## src/rtl/a5_stream_ctrl.sv

```systemverilog
// a5_stream_ctrl: control and datapath stage around an A5/1 keystream core.
//
// Session sequence: IDLE -> CRST (one-cycle core reset) -> KEY (64 key bits,
// LSB first) -> FRAME (22 frame bits, LSB first) -> WARM (wait for
// cipher_ready) -> RUN (free-running byte encryption).
//
// Ports:
//   clk, reset          clock; asynchronous active-high reset
//   start, abort        session request (IDLE only) / return to IDLE
//   key, frame          session key and frame number, sampled on start
//   busy                high outside IDLE
//   cipher_rst          core reset pulse
//   cipher_key_in       serial key/frame load into the core
//   cipher_bit_in       serial plaintext into the core
//   cipher_bit_out      core output (keystream XOR bit_in)
//   cipher_ready        core warm-up complete
//   in_data/in_valid/in_ready   plaintext byte handshake
//   out_data/out_valid  ciphertext byte, one-cycle strobe
//   underrun, timeout   sticky error flags
//
// All outputs are flops; their next values are derived from the next state
// so each output lines up with the state it describes.
module a5_stream_ctrl #(
  parameter int unsigned KEY_W    = 64,
  parameter int unsigned FRAME_W  = 22,
  parameter int unsigned WARM_MAX = 127
) (
  input  logic               clk,
  input  logic               reset,
  input  logic               start,
  input  logic               abort,
  input  logic [KEY_W-1:0]   key,
  input  logic [FRAME_W-1:0] frame,
  output logic               busy,
  output logic               cipher_rst,
  output logic               cipher_key_in,
  output logic               cipher_bit_in,
  input  logic               cipher_bit_out,
  input  logic               cipher_ready,
  input  logic [7:0]         in_data,
  input  logic               in_valid,
  output logic               in_ready,
  output logic [7:0]         out_data,
  output logic               out_valid,
  output logic               underrun,
  output logic               timeout
);

  localparam int unsigned CNT_W = $clog2(KEY_W + FRAME_W + WARM_MAX + 1);

  typedef enum logic [2:0] {
    ST_IDLE,
    ST_CRST,
    ST_KEY,
    ST_FRAME,
    ST_WARM,
    ST_RUN
  } state_t;

  state_t             state_q, state_d;
  logic [CNT_W-1:0]   cnt_q, cnt_d;
  logic [KEY_W-1:0]   key_q, key_d;
  logic [FRAME_W-1:0] frame_q, frame_d;
  logic [2:0]         bitcnt_q, bitcnt_d;
  logic [7:0]         sreg_q, sreg_d;
  logic [7:0]         pack_q, pack_d;
  logic               hv_q, hv_d;     // sreg holds a byte
  logic               act_q, act_d;   // current slot is transmitting sreg
  logic               busy_q, busy_d;
  logic               crst_q, crst_d;
  logic               key_in_q, key_in_d;
  logic               bit_in_q, bit_in_d;
  logic               in_ready_q, in_ready_d;
  logic [7:0]         out_data_q, out_data_d;
  logic               out_valid_q, out_valid_d;
  logic               underrun_q, underrun_d;
  logic               timeout_q, timeout_d;
  logic               accept;

  assign accept = in_ready_q & in_valid;

  always_comb begin
    state_d     = state_q;
    cnt_d       = cnt_q;
    key_d       = key_q;
    frame_d     = frame_q;
    bitcnt_d    = bitcnt_q;
    sreg_d      = sreg_q;
    pack_d      = pack_q;
    hv_d        = hv_q;
    act_d       = act_q;
    key_in_d    = 1'b0;
    out_data_d  = out_data_q;
    out_valid_d = 1'b0;
    underrun_d  = underrun_q;
    timeout_d   = timeout_q;

    case (state_q)
      ST_IDLE: begin
        if (start) begin
          key_d      = key;
          frame_d    = frame;
          underrun_d = 1'b0;
          timeout_d  = 1'b0;
          state_d    = ST_CRST;
        end
      end
      ST_CRST: begin
        // key_q/frame_q act as shift registers; the LSB is the bit on the wire
        key_in_d = key_q[0];
        key_d    = key_q >> 1;
        cnt_d    = '0;
        state_d  = ST_KEY;
      end
      ST_KEY: begin
        if (cnt_q == CNT_W'(KEY_W - 1)) begin
          key_in_d = frame_q[0];
          frame_d  = frame_q >> 1;
          cnt_d    = '0;
          state_d  = ST_FRAME;
        end else begin
          key_in_d = key_q[0];
          key_d    = key_q >> 1;
          cnt_d    = cnt_q + 1'b1;
        end
      end
      ST_FRAME: begin
        if (cnt_q == CNT_W'(FRAME_W - 1)) begin
          cnt_d   = '0;
          state_d = ST_WARM;
        end else begin
          key_in_d = frame_q[0];
          frame_d  = frame_q >> 1;
          cnt_d    = cnt_q + 1'b1;
        end
      end
      ST_WARM: begin
        if (cipher_ready) begin
          cnt_d    = '0;
          bitcnt_d = '0;
          hv_d     = 1'b0;
          act_d    = 1'b0;
          state_d  = ST_RUN;
        end else if (cnt_q == CNT_W'(WARM_MAX - 1)) begin
          cnt_d     = '0;
          timeout_d = 1'b1;
          state_d   = ST_IDLE;
        end else begin
          cnt_d = cnt_q + 1'b1;
        end
      end
      ST_RUN: begin
        bitcnt_d = bitcnt_q + 1'b1;
        if (act_q) begin
          pack_d[bitcnt_q] = cipher_bit_out;
        end
        if (bitcnt_q == 3'd7) begin
          if (act_q) begin
            out_data_d  = {cipher_bit_out, pack_q[6:0]};
            out_valid_d = 1'b1;
          end
          if (accept) begin
            sreg_d = in_data;
            hv_d   = 1'b1;
            act_d  = 1'b1;
          end else if (hv_q && !act_q) begin
            // byte taken mid-slot waits for this boundary to keep framing
            act_d = 1'b1;
          end else begin
            hv_d       = 1'b0;
            act_d      = 1'b0;
            underrun_d = 1'b1;
          end
        end else if (accept) begin
          sreg_d = in_data;
          hv_d   = 1'b1;
        end
      end
      default: state_d = ST_IDLE;
    endcase

    // abort wins over everything; the sticky flags survive it
    if (abort) begin
      state_d    = ST_IDLE;
      cnt_d      = '0;
      key_d      = key_q;
      frame_d    = frame_q;
      bitcnt_d   = '0;
      pack_d     = '0;
      hv_d       = 1'b0;
      act_d      = 1'b0;
      key_in_d   = 1'b0;
      out_data_d = '0;
      out_valid_d = 1'b0;
      underrun_d = underrun_q;
      timeout_d  = timeout_q;
    end

    busy_d     = (state_d != ST_IDLE);
    crst_d     = (state_d == ST_CRST);
    in_ready_d = (state_d == ST_RUN) && (!hv_d || (bitcnt_d == 3'd7 && act_d));
    bit_in_d   = (state_d == ST_RUN) && act_d && sreg_d[bitcnt_d];
  end

  always_ff @(posedge clk or posedge reset) begin
    if (reset) begin
      state_q     <= ST_IDLE;
      cnt_q       <= '0;
      key_q       <= '0;
      frame_q     <= '0;
      bitcnt_q    <= '0;
      sreg_q      <= '0;
      pack_q      <= '0;
      hv_q        <= 1'b0;
      act_q       <= 1'b0;
      busy_q      <= 1'b0;
      crst_q      <= 1'b0;
      key_in_q    <= 1'b0;
      bit_in_q    <= 1'b0;
      in_ready_q  <= 1'b0;
      out_data_q  <= '0;
      out_valid_q <= 1'b0;
      underrun_q  <= 1'b0;
      timeout_q   <= 1'b0;
    end else begin
      state_q     <= state_d;
      cnt_q       <= cnt_d;
      key_q       <= key_d;
      frame_q     <= frame_d;
      bitcnt_q    <= bitcnt_d;
      sreg_q      <= sreg_d;
      pack_q      <= pack_d;
      hv_q        <= hv_d;
      act_q       <= act_d;
      busy_q      <= busy_d;
      crst_q      <= crst_d;
      key_in_q    <= key_in_d;
      bit_in_q    <= bit_in_d;
      in_ready_q  <= in_ready_d;
      out_data_q  <= out_data_d;
      out_valid_q <= out_valid_d;
      underrun_q  <= underrun_d;
      timeout_q   <= timeout_d;
    end
  end

  assign busy          = busy_q;
  assign cipher_rst    = crst_q;
  assign cipher_key_in = key_in_q;
  assign cipher_bit_in = bit_in_q;
  assign in_ready      = in_ready_q;
  assign out_data      = out_data_q;
  assign out_valid     = out_valid_q;
  assign underrun      = underrun_q;
  assign timeout       = timeout_q;

endmodule
```

## config.mk

```make
export PLATFORM = sky130hd
export DESIGN_NAME = a5_stream_ctrl
export DESIGN_NICKNAME = d
export VERILOG_FILES = /design/src/rtl/a5_stream_ctrl.sv
export SDC_FILE = /design/constraint.sdc
export NUM_CORES = 1
export LEC_CHECK = 0
export BUFFER_PORTS_ARGS = -buffer_cell sky130_fd_sc_hd__buf_2
export CAP_MARGIN = 5
export CELL_PAD_IN_SITES_DETAIL_PLACEMENT = 0
export CELL_PAD_IN_SITES_GLOBAL_PLACEMENT = 2
export CORE_AREA = 2 2 134 136
export CTS_BUF_LIST = sky130_fd_sc_hd__clkbuf_4 sky130_fd_sc_hd__clkbuf_8 sky130_fd_sc_hd__clkbuf_16
export DETAILED_ROUTE_END_ITERATION = 8
export DIE_AREA = 0 0 136 138
export PLACE_DENSITY_LB_ADDON = 0.1
export SYNTH_ARGS = -nofsm -noshare
export SYNTH_HDL_FRONTEND = slang
export SYNTH_SLANG_ARGS = --single-unit
```

## constraint.sdc

```tcl
create_clock -name clk -period 7.8 [get_ports clk]
set_input_delay 0.39 -clock clk [delete_from_list [all_inputs] [get_ports clk]]
set_output_delay 0.39 -clock clk [all_outputs]
set_load 0.1 [all_outputs]
```

==> results of run 1 <==
-- area by class of cell --
class | instances | area (µm²)
fill | 1743 | 9700
clock inverter | 8 | 171
clock buffer | 23 | 489
tap | 229 | 287
multi-input combinational | 443 | 2900
timing repair buffer | 120 | 611
inverter | 12 | 50.0
antenna | 1 | 2.50
sequential | 133 | 3330
-- critical path, cell delays in order (launching register included) --
cell,delay (ps)
sky130_fd_sc_hd__dfrtp_1,680
sky130_fd_sc_hd__or2_1,330
sky130_fd_sc_hd__o21ai_1,220
sky130_fd_sc_hd__a21oi_4,590
sky130_fd_sc_hd__buf_4,810
sky130_fd_sc_hd__nor2_1,90
sky130_fd_sc_hd__a21oi_1,140
-- metrics by stage --
stage          setup WS, ps  power [µW]  area (µm²)
5_1_grt                4450        2180        7830
2_1_floorplan          3860        1100        6470
3_3_place_gp           4880        1170        7170
3_5_place_dp           4780        1180        7170
6_report               4780        2060        7830
4_1_cts                4750        2090        7830
-- final timing paths --
kind	startpoint	endpoint	slack, ps	cells after the start
max reg2reg	state_q[1]	key_q[45]	4780	6
min	reset	key_q[31]	120	2
min reg2reg	sreg_q[5]	sreg_q[5]	470	2
max in group asynchronous	reset	key_q[8]	6490	3
min in group clk	in_data[1]	sreg_q[1]	190	3
max	state_q[1]	key_q[45]	4780	6
-- kinds of logic (layout without fill, tap and decap cells) --
logic type,count (synthesis),after routing,synth area share
AO/OA/AOI/OAI,154,154,0.145
flip-flops,133,133,0.515
other,0,1,0
adder cells (fa/ha/maj),5,5,0.00967
XOR/XNOR,3,3,0.00406
buffers and inverters,52,163,0.0408
multiplexers,95,95,0.148
AND/OR/NAND/NOR,186,186,0.138
-- cells in the final DEF, fill, tap and decap left out, types with 2 or more instances in the layout --
master,synthesis,layout
sky130_fd_sc_hd__buf_4,1,4
sky130_fd_sc_hd__nor3_2,2,2
sky130_fd_sc_hd__nand3_1,6,6
sky130_fd_sc_hd__a31o_2,2,2
sky130_fd_sc_hd__ha_1,5,5
sky130_fd_sc_hd__nor3b_1,5,5
sky130_fd_sc_hd__a22o_1,8,8
sky130_fd_sc_hd__bufinv_16,0,5
sky130_fd_sc_hd__mux2_2,3,3
sky130_fd_sc_hd__nor2_1,111,111
sky130_fd_sc_hd__a21o_1,3,3
sky130_fd_sc_hd__clkbuf_8,0,3
sky130_fd_sc_hd__or3_1,2,2
sky130_fd_sc_hd__a32oi_1,2,2
sky130_fd_sc_hd__o21ai_0,11,11
sky130_fd_sc_hd__nand2_1,28,28
sky130_fd_sc_hd__a31oi_1,4,4
sky130_fd_sc_hd__mux2i_1,91,91
sky130_fd_sc_hd__o21ai_1,3,3
sky130_fd_sc_hd__dfrtp_1,133,133
sky130_fd_sc_hd__or2_1,2,2
sky130_fd_sc_hd__a22oi_1,2,2
sky130_fd_sc_hd__a21oi_1,102,101
sky130_fd_sc_hd__nand3b_1,5,5
sky130_fd_sc_hd__and3_1,3,3
sky130_fd_sc_hd__inv_1,11,10
sky130_fd_sc_hd__nor3_1,4,4
sky130_fd_sc_hd__clkbuf_4,0,3
sky130_fd_sc_hd__buf_2,28,116
sky130_fd_sc_hd__xnor2_1,2,2
sky130_fd_sc_hd__clkbuf_16,0,17
sky130_fd_sc_hd__o31ai_1,2,2
-- state kept, by name, summed over array words and instances (netlist names) --
signal         flops
cipher_key_in      1
timeout            1
pack_q             7
sreg_q             8
out_data           8
act_q              1
cnt_q              8
cipher_bit_in      1
key_q             64
out_valid          1
underrun           1
cipher_rst         1
busy               1
state_q            3
bitcnt_q           3
in_ready           1
frame_q           22
hv_q               1
-- Yosys cell counts, drive strengths merged, types with 3 or more instances --
master / n
a21o: 3
clkbuf: 7
nor3b: 5
a21oi: 102
nor3: 6
and3: 3
nand2: 28
buf: 33
or2: 3
mux2: 4
mux2i: 91
nand3: 7
nand3b: 6
dfrtp: 133
ha: 5
inv: 12
o21ai: 15
a22o: 8
nor2: 112
a31oi: 5
-- layer usage --
metal | GRT usage | vias to the layer above
met2 | 0.247 | 102
met3 | 0.0458 | 15
li1 | - | 2406
met5 | 0 | -
met1 | 0.221 | 2292
met4 | 0.0548 | 0
-- power by group --
part | total [µW] | internal [µW] | switching, µW
Sequential | 863 | 801 | 61.9
Clock | 894 | 602 | 293
Combinational | 301 | 134 | 167
==> results.toml, run 1 <==
[run_status]
outcome = "finished clean"

[yosys]
synth_edf_count = 0
syn-mean-instance-area_um2 = 10.3
cell_accounting_for_the_most_synthesized_area = "sky130_fd_sc_hd__dfrtp_1"
yosys-top-cells-area = "sky130_fd_sc_hd__dfrtp_1 (51%), sky130_fd_sc_hd__mux2i_1 (14%), sky130_fd_sc_hd__a21oi_1 (7.9%)"
synthCells = 628
ys.warnings.count = 0
postSynth.asyncResetShare = 1.00
yosys.area.top_type_share = 0.515
ys_dominant_reg_cell = "sky130_fd_sc_hd__dfrtp_1"
yosys.cell_types.count = 66
synth-seq-area-share = 0.515
syn_nets = 734
syn-cell-area_mm2 = 0.00647
synth-seq-cells = 133

[job]
timing.max_cap.violations = 0

[detailed_routing]
top_routing_layer_used = "met4"
met2_wire_length_um = 6660
dr.pass1.iters = 5
antenna_left = 0
drt-met1-wl_um = 6980
detail_route.vias_per_cell = 4.97
vias = 4815
first_iteration_detailed_routing_drc_count = 204
wire_per_inst_um = 15.0
drc = 0
finalWirelength_um = 14500
met3_wirelength_um = 680

[clock_tree]
cts.clk_slew.worst_paths_ps = 60
worst_skew_pair.late_latency_ps = 420
cts_setup_buffers = 0
tritoncts_num_sinks = 133
htreeDepth = 4
clock-root-buffer = "sky130_fd_sc_hd__clkbuf_16"
ctsHoldBuffers = 0
clk_path_buf_depth = 2
cts_resized = 0
cts_tree = "yes"
number_of_buffers_inserted_during_clock_tree_synthesis = 17

[placement]
gp_congestion = 0.745
place.detailed.hpwl_um = 9570
dp_cells = 937
io_buffers = 116

[power]
total_leakage_power_uw = 0.00364
areal_power_density_over_the_cells_mw_per_mm2 = 263
worst_ir_drop_vdd_mv = 0.174

[sta]
skew_ps = 8.34
final.period_utilization = 0.388
timing_max_transition_violations_final = 0
rsz0062_at_grt = "no"
report.final.hold_viol_count = 0
slew_headroom = 0.261
report.final.setup_viol = 0
tightestPinTransition_ps = 1110
fmax_mhz = 331
timing.final.crit_period_ps = 3020
hold_ws_ps = 122
fin_setup_tns_ps = 0

[floorplan]
fp-row-count = 49
std_cell_core_area_mm2 = 0.0175
design.die.area_mm2 = 0.0188
start_util = 0.369
die_w_um = 136
top_level_ports = 117
die-height_um = 138

[grt]
grt_pass1_vias = 4769
groute.usage.overall = 0.162
antenna_found_initial = 1
grt_first_pass_wirelength_um = 24000
largest_net_degree_at_the_start_of_global_routing = 101
grt_overflow_total = 0

[cells_and_area]
layout.nets = 833
utilization = 0.447
areaGrowthSynthToFinish_pct = 21.1
post_route_cells_drive_above_1_share = 0.240
layout.cells.non_filler = 969

[worst_setup_path]
path_max_fanout = 100
arrival_ps = 3360
timing.setup.critical_path_class = "reg -> reg"
critPathLaunchType = "flop"
setup.worst_path.end_class = "flop"
worstPathRequired_ps = 8140

[min_path]
hp-class = "in -> async"
Power figures use the tool's default switching activity.
==> run 2: changes to the inputs <==
Settings changed: ABC_AREA set to 1, CORE_AREA 2 2 134 136 to 2 2 149 151, DIE_AREA 0 0 136 138 to 0 0 151 153.
Clock period 7.8 ns to 2.4 ns, I/O delays scaled along.
==> run 2 against run 1 <==
Sequential share of layout area shrank 4.2 points. Synthesized cell count grew 21%. Wire length grew 14%. Critical endpoint is now out_data[6]. Largest cell class unchanged. Largest power group is now sequential cells. Highest routed layer unchanged.
==> results.toml, run 2 <==
[clock_tree]
cts.clk_slew.worst_paths_ps = 60
tritoncts_num_sinks = 133
number_of_buffers_inserted_during_clock_tree_synthesis = 17
htreeDepth = 4
clk_path_buf_depth = 2
cts_tree = "yes"
clock-root-buffer = "sky130_fd_sc_hd__clkbuf_16"
worst_skew_pair.late_latency_ps = 420
cts_setup_buffers = 0
cts_resized = 0
ctsHoldBuffers = 80

[yosys]
ys_dominant_reg_cell = "sky130_fd_sc_hd__dfrtp_1"
synthMostInstantiatedCell = "sky130_fd_sc_hd__nand2_1"
yosys.cell_types.count = 31
postSynth.asyncResetShare = 1.00
syn-cell-area_mm2 = 0.00638
synth_edf_count = 0
ys.warnings.count = 0
synth-seq-area-share = 0.522
syn-mean-instance-area_um2 = 8.38
yosys-top-cells-area = "sky130_fd_sc_hd__dfrtp_1 (52%), sky130_fd_sc_hd__nand2_1 (15%), sky130_fd_sc_hd__a31oi_1 (5.2%)"
synth-seq-cells = 133
yosys.area.top_type_share = 0.522
syn_nets = 867
cell_accounting_for_the_most_synthesized_area = "sky130_fd_sc_hd__dfrtp_1"
synthCells = 761
post_synth_most_frequent_cells = "sky130_fd_sc_hd__nand2_1 (249), sky130_fd_sc_hd__dfrtp_1 (133), sky130_fd_sc_hd__nor2_1 (85)"

[cells_and_area]
layout.cells.non_filler = 1245
most_flop_heavy_register = "key_q"
layout.nets = 1057
largest_reg_flops = 64
post_route_cells_drive_above_1_share = 0.196
top_regs = "key_q x64, frame_q x22"
layout_common_cells = "sky130_fd_sc_hd__nand2_1 (248), sky130_fd_sc_hd__dfrtp_1 (133), sky130_fd_sc_hd__buf_2 (116), sky130_fd_sc_hd__nor2_1 (85), sky130_fd_sc_hd__dlygate4sd3_1 (80)"
leading_cell_type_in_the_layout_fill_and_taps_excluded = "sky130_fd_sc_hd__nand2_1"
areaGrowthSynthToFinish_pct = 36.4

[detailed_routing]
drc = 0
finalWirelength_um = 16500
antenna_left = 0
dr.pass1.iters = 4
wire_per_inst_um = 13.2
vias = 5639
detail_route.vias_per_cell = 4.53
first_iteration_detailed_routing_drc_count = 205

[floorplan]
start_util = 0.297
design.die.area_mm2 = 0.0231
die-height_um = 153
top_level_ports = 117
die_w_um = 151
fp-row-count = 54
std_cell_core_area_mm2 = 0.0215

[sta]
timing_max_transition_violations_final = 0
skew_ps = 8.69
report.final.hold_viol_count = 0
tightestPinTransition_ps = 677
fmax_mhz = 482
report.final.setup_viol = 0
slew_headroom = 0.548
fin_setup_tns_ps = 0
hold_ws_ps = 14.0
rsz0062_at_grt = "no"
final.period_utilization = 0.865
timing.final.crit_period_ps = 2080

[worst_setup_path]
arrival_ps = 2430
critPathLaunchType = "flop"
worstPathRequired_ps = 2750
path_max_fanout = 9
setup.worst_path.end_class = "flop"
worst_r2r_path_depth = 8
timing.setup.critical_path_class = "reg -> reg"

[grt]
grt_overflow_total = 0
antenna_found_initial = 1
grt_first_pass_wirelength_um = 28100
groute.usage.overall = 0.153
largest_net_degree_at_the_start_of_global_routing = 66
grt_pass1_vias = 5725

[min_path]
hp-class = "in -> reg"
holdPathStages = 3

[power]
total_leakage_power_uw = 0.00420
worst_ir_drop_vdd_mv = 0.427
p_total_uw = 6970
areal_power_density_over_the_cells_mw_per_mm2 = 801

[job]
timing.max_cap.violations = 0

[run_status]
outcome = "finished clean"

[placement]
io_buffers = 116
place.detailed.hpwl_um = 11300
gp_congestion = 0.757
dp_cells = 1132
==> run 2: critical path: stages (launching register included) <==
cell,delay [ps]
sky130_fd_sc_hd__dfrtp_1,580
sky130_fd_sc_hd__nand3_1,390
sky130_fd_sc_hd__nor2_1,260
sky130_fd_sc_hd__inv_2,100
sky130_fd_sc_hd__nor2_1,140
sky130_fd_sc_hd__inv_2,110
sky130_fd_sc_hd__nor2_2,270
sky130_fd_sc_hd__nand2_1,100
sky130_fd_sc_hd__nand2_1,70
==> run 2: layer usage <==
layer,track usage,routed length (µm)
met1,0.200,7760
met2,0.250,8020
met3,0.0403,543
met4,0.0387,146
met5,0,0
==> run 2: area by class of cell <==
type | instances | area, µm²
Tap cell | 280 | 350
Sequential cell | 133 | 3330
Timing Repair Buffer | 208 | 1560
Inverter | 44 | 174
Fill cell | 2228 | 12800
Antenna cell | 1 | 2.50
Multi-Input combinational cell | 547 | 2670
Clock buffer | 18 | 433
Clock inverter | 14 | 175
==> run 2: power by group <==
part	switching, µW	internal (µW)
Sequential	241	2690
Combinational	759	572
Clock	1050	1660
==> run 2: final timing paths <==
path                             from           to  slack, ps
hold reg to reg             sreg_q[2]    sreg_q[2]        480
min in group asynchronous       reset   frame_q[5]        360
hold / removal                key[50]    key_q[50]         10
setup / recovery           state_q[2]  out_data[6]        320
setup reg to reg           state_q[2]  out_data[6]        320
max in group asynchronous       reset    key_q[48]       1270
==> run 2: metrics by stage <==
| step | utilization | setup slack, ps | instance area, µm² |
|---|---|---|---|
| 5_1_grt | 0.405 | 43.0 | 8700 |
| 2_1_floorplan | - | 321 | 6380 |
| 4_1_cts | 0.405 | 253 | 8690 |
| 3_5_place_dp | 0.339 | 262 | 7280 |
| 6_report | 0.405 | 324 | 8700 |
| 3_3_place_gp | 0.339 | 266 | 7280 |
==> run 2: cells by family after synthesis <==
group	after synthesis	share of synthesized area
simple gates	389	0.245
flops	133	0.522
compound gates	126	0.123
buf+inv	81	0.0591
mux	21	0.0330
xor+xnor	6	0.00824
fa+ha+maj	5	0.00981
==> run 3: changes to the inputs <==
Settings changed: CORE_AREA 2 2 149 151 to 2 2 143 158, DIE_AREA 0 0 151 153 to 0 0 145 160, HOLD_SLACK_MARGIN set to 0.15.
==> run 3 against run 2 <==
Combinational power hardly changed. Sequential power about the same. Die area up 0.42%. Critical endpoint is now key_q[51].
==> results.toml, run 3 (synthesis gave the netlist of run 2 again) <==
[sta]
timing.final.crit_period_ps = 1980
rsz0062_at_grt = "no"
fmax_mhz = 506
timing_max_transition_violations_final = 0
report.final.hold_viol_count = 0
tightestPinTransition_ps = 777
fin_setup_tns_ps = 0
report.final.setup_viol = 0
final.period_utilization = 0.823
slew_headroom = 0.481
skew_ps = 7.70

[detailed_routing]
dr.pass1.iters = 4
finalWirelength_um = 16300
vias = 5714
detail_route.vias_per_cell = 4.46
drc = 0
wire_per_inst_um = 12.8
antenna_left = 0
first_iteration_detailed_routing_drc_count = 336

[cells_and_area]
antenna_cells = 0
most_flop_heavy_register = "key_q"
seq_area_mm2 = 0.00333
top_regs = "key_q x64, frame_q x22"
multi_input_area_mm2 = 0.00267
finalInstanceArea_mm2 = 0.00890
n_fill_cell = 2219
post_route_cells_drive_above_1_share = 0.192
largest_reg_flops = 64
layout_common_cells = "sky130_fd_sc_hd__nand2_1 (248), sky130_fd_sc_hd__dfrtp_1 (133), sky130_fd_sc_hd__buf_2 (116), sky130_fd_sc_hd__dlygate4sd3_1 (101), sky130_fd_sc_hd__nor2_1 (85)"
layout.nets = 1078
leading_cell_type_in_the_layout_fill_and_taps_excluded = "sky130_fd_sc_hd__nand2_1"
areaGrowthSynthToFinish_pct = 39.5

[power]
areal_power_density_over_the_cells_mw_per_mm2 = 774
switchingPower_uw = 2000
total_leakage_power_uw = 0.00426
power.clock.fraction = 0.381
power_frac_comb = 0.193
cellInternalPower_uw = 4880
power.switching_fraction = 0.291
worst_ir_drop_vdd_mv = 0.493
seqPwrFrac = 0.426

[clock_tree]
cts.clk_slew.worst_paths_ps = 60
tritoncts_num_sinks = 133
clk_path_buf_depth = 2
clock-root-buffer = "sky130_fd_sc_hd__clkbuf_16"
htreeDepth = 4
number_of_buffers_inserted_during_clock_tree_synthesis = 17
cts_tree = "yes"
worst_skew_pair.late_latency_ps = 420

[worst_setup_path]
worst_path_dominant_cell_family = "simple AND/OR/NAND/NOR gates"
setup.worst_path.end = "key_q[51]"
setup.worst_path.end_class = "flop"
critical_path.reg2reg.endpoint = "key_q[51]"
reg2reg_setup_slack_ps = 420
worst_r2r_path_depth = 9
critical_path_s_most_frequent_cell = "sky130_fd_sc_hd__nor2_1"
crit_path_cell_trace = "ha_1 -> inv_1 -> nor2_1 -> nand3_1 -> nand3_2 -> clkinv_2 -> buf_12 -> nor2_1 -> a31oi_1"
critPathLaunch = "cnt_q[1]"
path_max_fanout = 126
timing.critical_path.depth = 9
arrival_ps = 2240
timing.critical_path.slowest_cell_delay_ps = 400
timing.setup.critical_path_class = "reg -> reg"
regToRegStartpoint = "cnt_q[1]"
critPathLaunchType = "flop"
worstPathRequired_ps = 2670
buffer_and_inverter_count_on_the_worst_path = 3
crit_slowest_cell = "sky130_fd_sc_hd__dfrtp_1"

[placement]
io_buffers = 116
detailed_place.area_mm2 = 0.00729
gp_congestion = 0.782
place.detailed.hpwl_um = 10800

[grt]
antenna_found_initial = 0
grt_overflow_total = 0
grt_pass1_vias = 5743
largest_net_degree_at_the_start_of_global_routing = 127
grt_first_pass_wirelength_um = 28100
groute.usage.overall = 0.149

[floorplan]
top_level_ports = 117
die_w_um = 145
fp-row-count = 57
std_cell_core_area_mm2 = 0.0218
start_util = 0.293
die-height_um = 160
design.die.area_mm2 = 0.0232

[min_path]
hp-class = "in -> reg"

[run_status]
outcome = "finished clean"

[job]
timing.max_cap.violations = 0
[run 3: cell count changes in the layout (fill, tap and decap cells not counted), sizes merged]
| cell | before | now |
|---|---|---|
| bufinv | 3 | 2 |
| clkbuf | 18 | 21 |
| clkinv | 3 | 4 |
| clkinvlp | 4 | 7 |
| diode | 1 | 0 |
| dlygate4sd3 | 80 | 101 |
| inv | 48 | 42 |
[run 3: layout make-up]
class / count / share of cell area
inverter: 44 / 0.0194
clock buffer: 21 / 0.0526
tap: 295 / 0.0415
multi-input combinational: 547 / 0.301
clock inverter: 11 / 0.0143
timing repair buffer: 229 / 0.197
sequential: 133 / 0.374
[run 3: timing repair]
action | in CTS | in global routing
setup buffers | 0 | 0
gates resized for setup | 0 | 0
hold endpoints to repair | 134 | 0
hold buffers | 101 | 0
[run 3: power groups by stage]
stage | logic (µW) | registers [µW] | clock network [µW]
after floorplan | 899 | 2950 | 0
after global placement | 1220 | 2960 | 0
after detailed placement | 1240 | 2970 | 0
after CTS | 1360 | 2940 | 2710
after global routing | 1530 | 2990 | 2810
final | 1330 | 2930 | 2620
[run 3: how the worst min path moves through the flow]
| stage | start | slack [ps] | end | cells after the start |
|---|---|---|---|---|
| after global routing | in_valid | 280 | sreg_q[3] | 6 |
| after CTS | in_valid | 220 | sreg_q[1] | 6 |
| after floorplan | cipher_bit_out | 230 | out_data[7] | 2 |
| after global placement | reset | 310 | frame_q[6] | 2 |
| final | in_valid | 220 | sreg_q[1] | 6 |
| after detailed placement | reset | 320 | frame_q[6] | 2 |
[run 3: worst register-to-register path, stage by stage, from the launching register on]
cell and delay (ps):
sky130_fd_sc_hd__dfrtp_1 400, sky130_fd_sc_hd__ha_1 240, sky130_fd_sc_hd__inv_1 50, sky130_fd_sc_hd__nor2_1 230, sky130_fd_sc_hd__nand3_1 150, sky130_fd_sc_hd__nand3_2 150, sky130_fd_sc_hd__clkinv_2 80, sky130_fd_sc_hd__buf_12 230
sky130_fd_sc_hd__nor2_1 220, sky130_fd_sc_hd__a31oi_1 60
[run 3: per-stage QoR]
stage          hold slack [ps]  power [µW]  utilization  cells  setup WS [ps]
6_report                   221        6880        0.409   1280            424
4_1_cts                    225        7010        0.409   1280            435
3_5_place_dp               319        4210        0.335   1147            450
5_1_grt                    276        7340        0.409   1280            246
3_3_place_gp               311        4170        0.335   1147            464
2_1_floorplan              230        3850            -    761            321
[run 3: routing by layer]
metal  vias to the layer above  GRT usage  share of wire
li1                       2937          -              -
met1                      2648      0.197           0.48
met2                       111      0.242           0.47
met3                        18     0.0303          0.035
met4                         0     0.0522          0.015
met5                         -          0              0
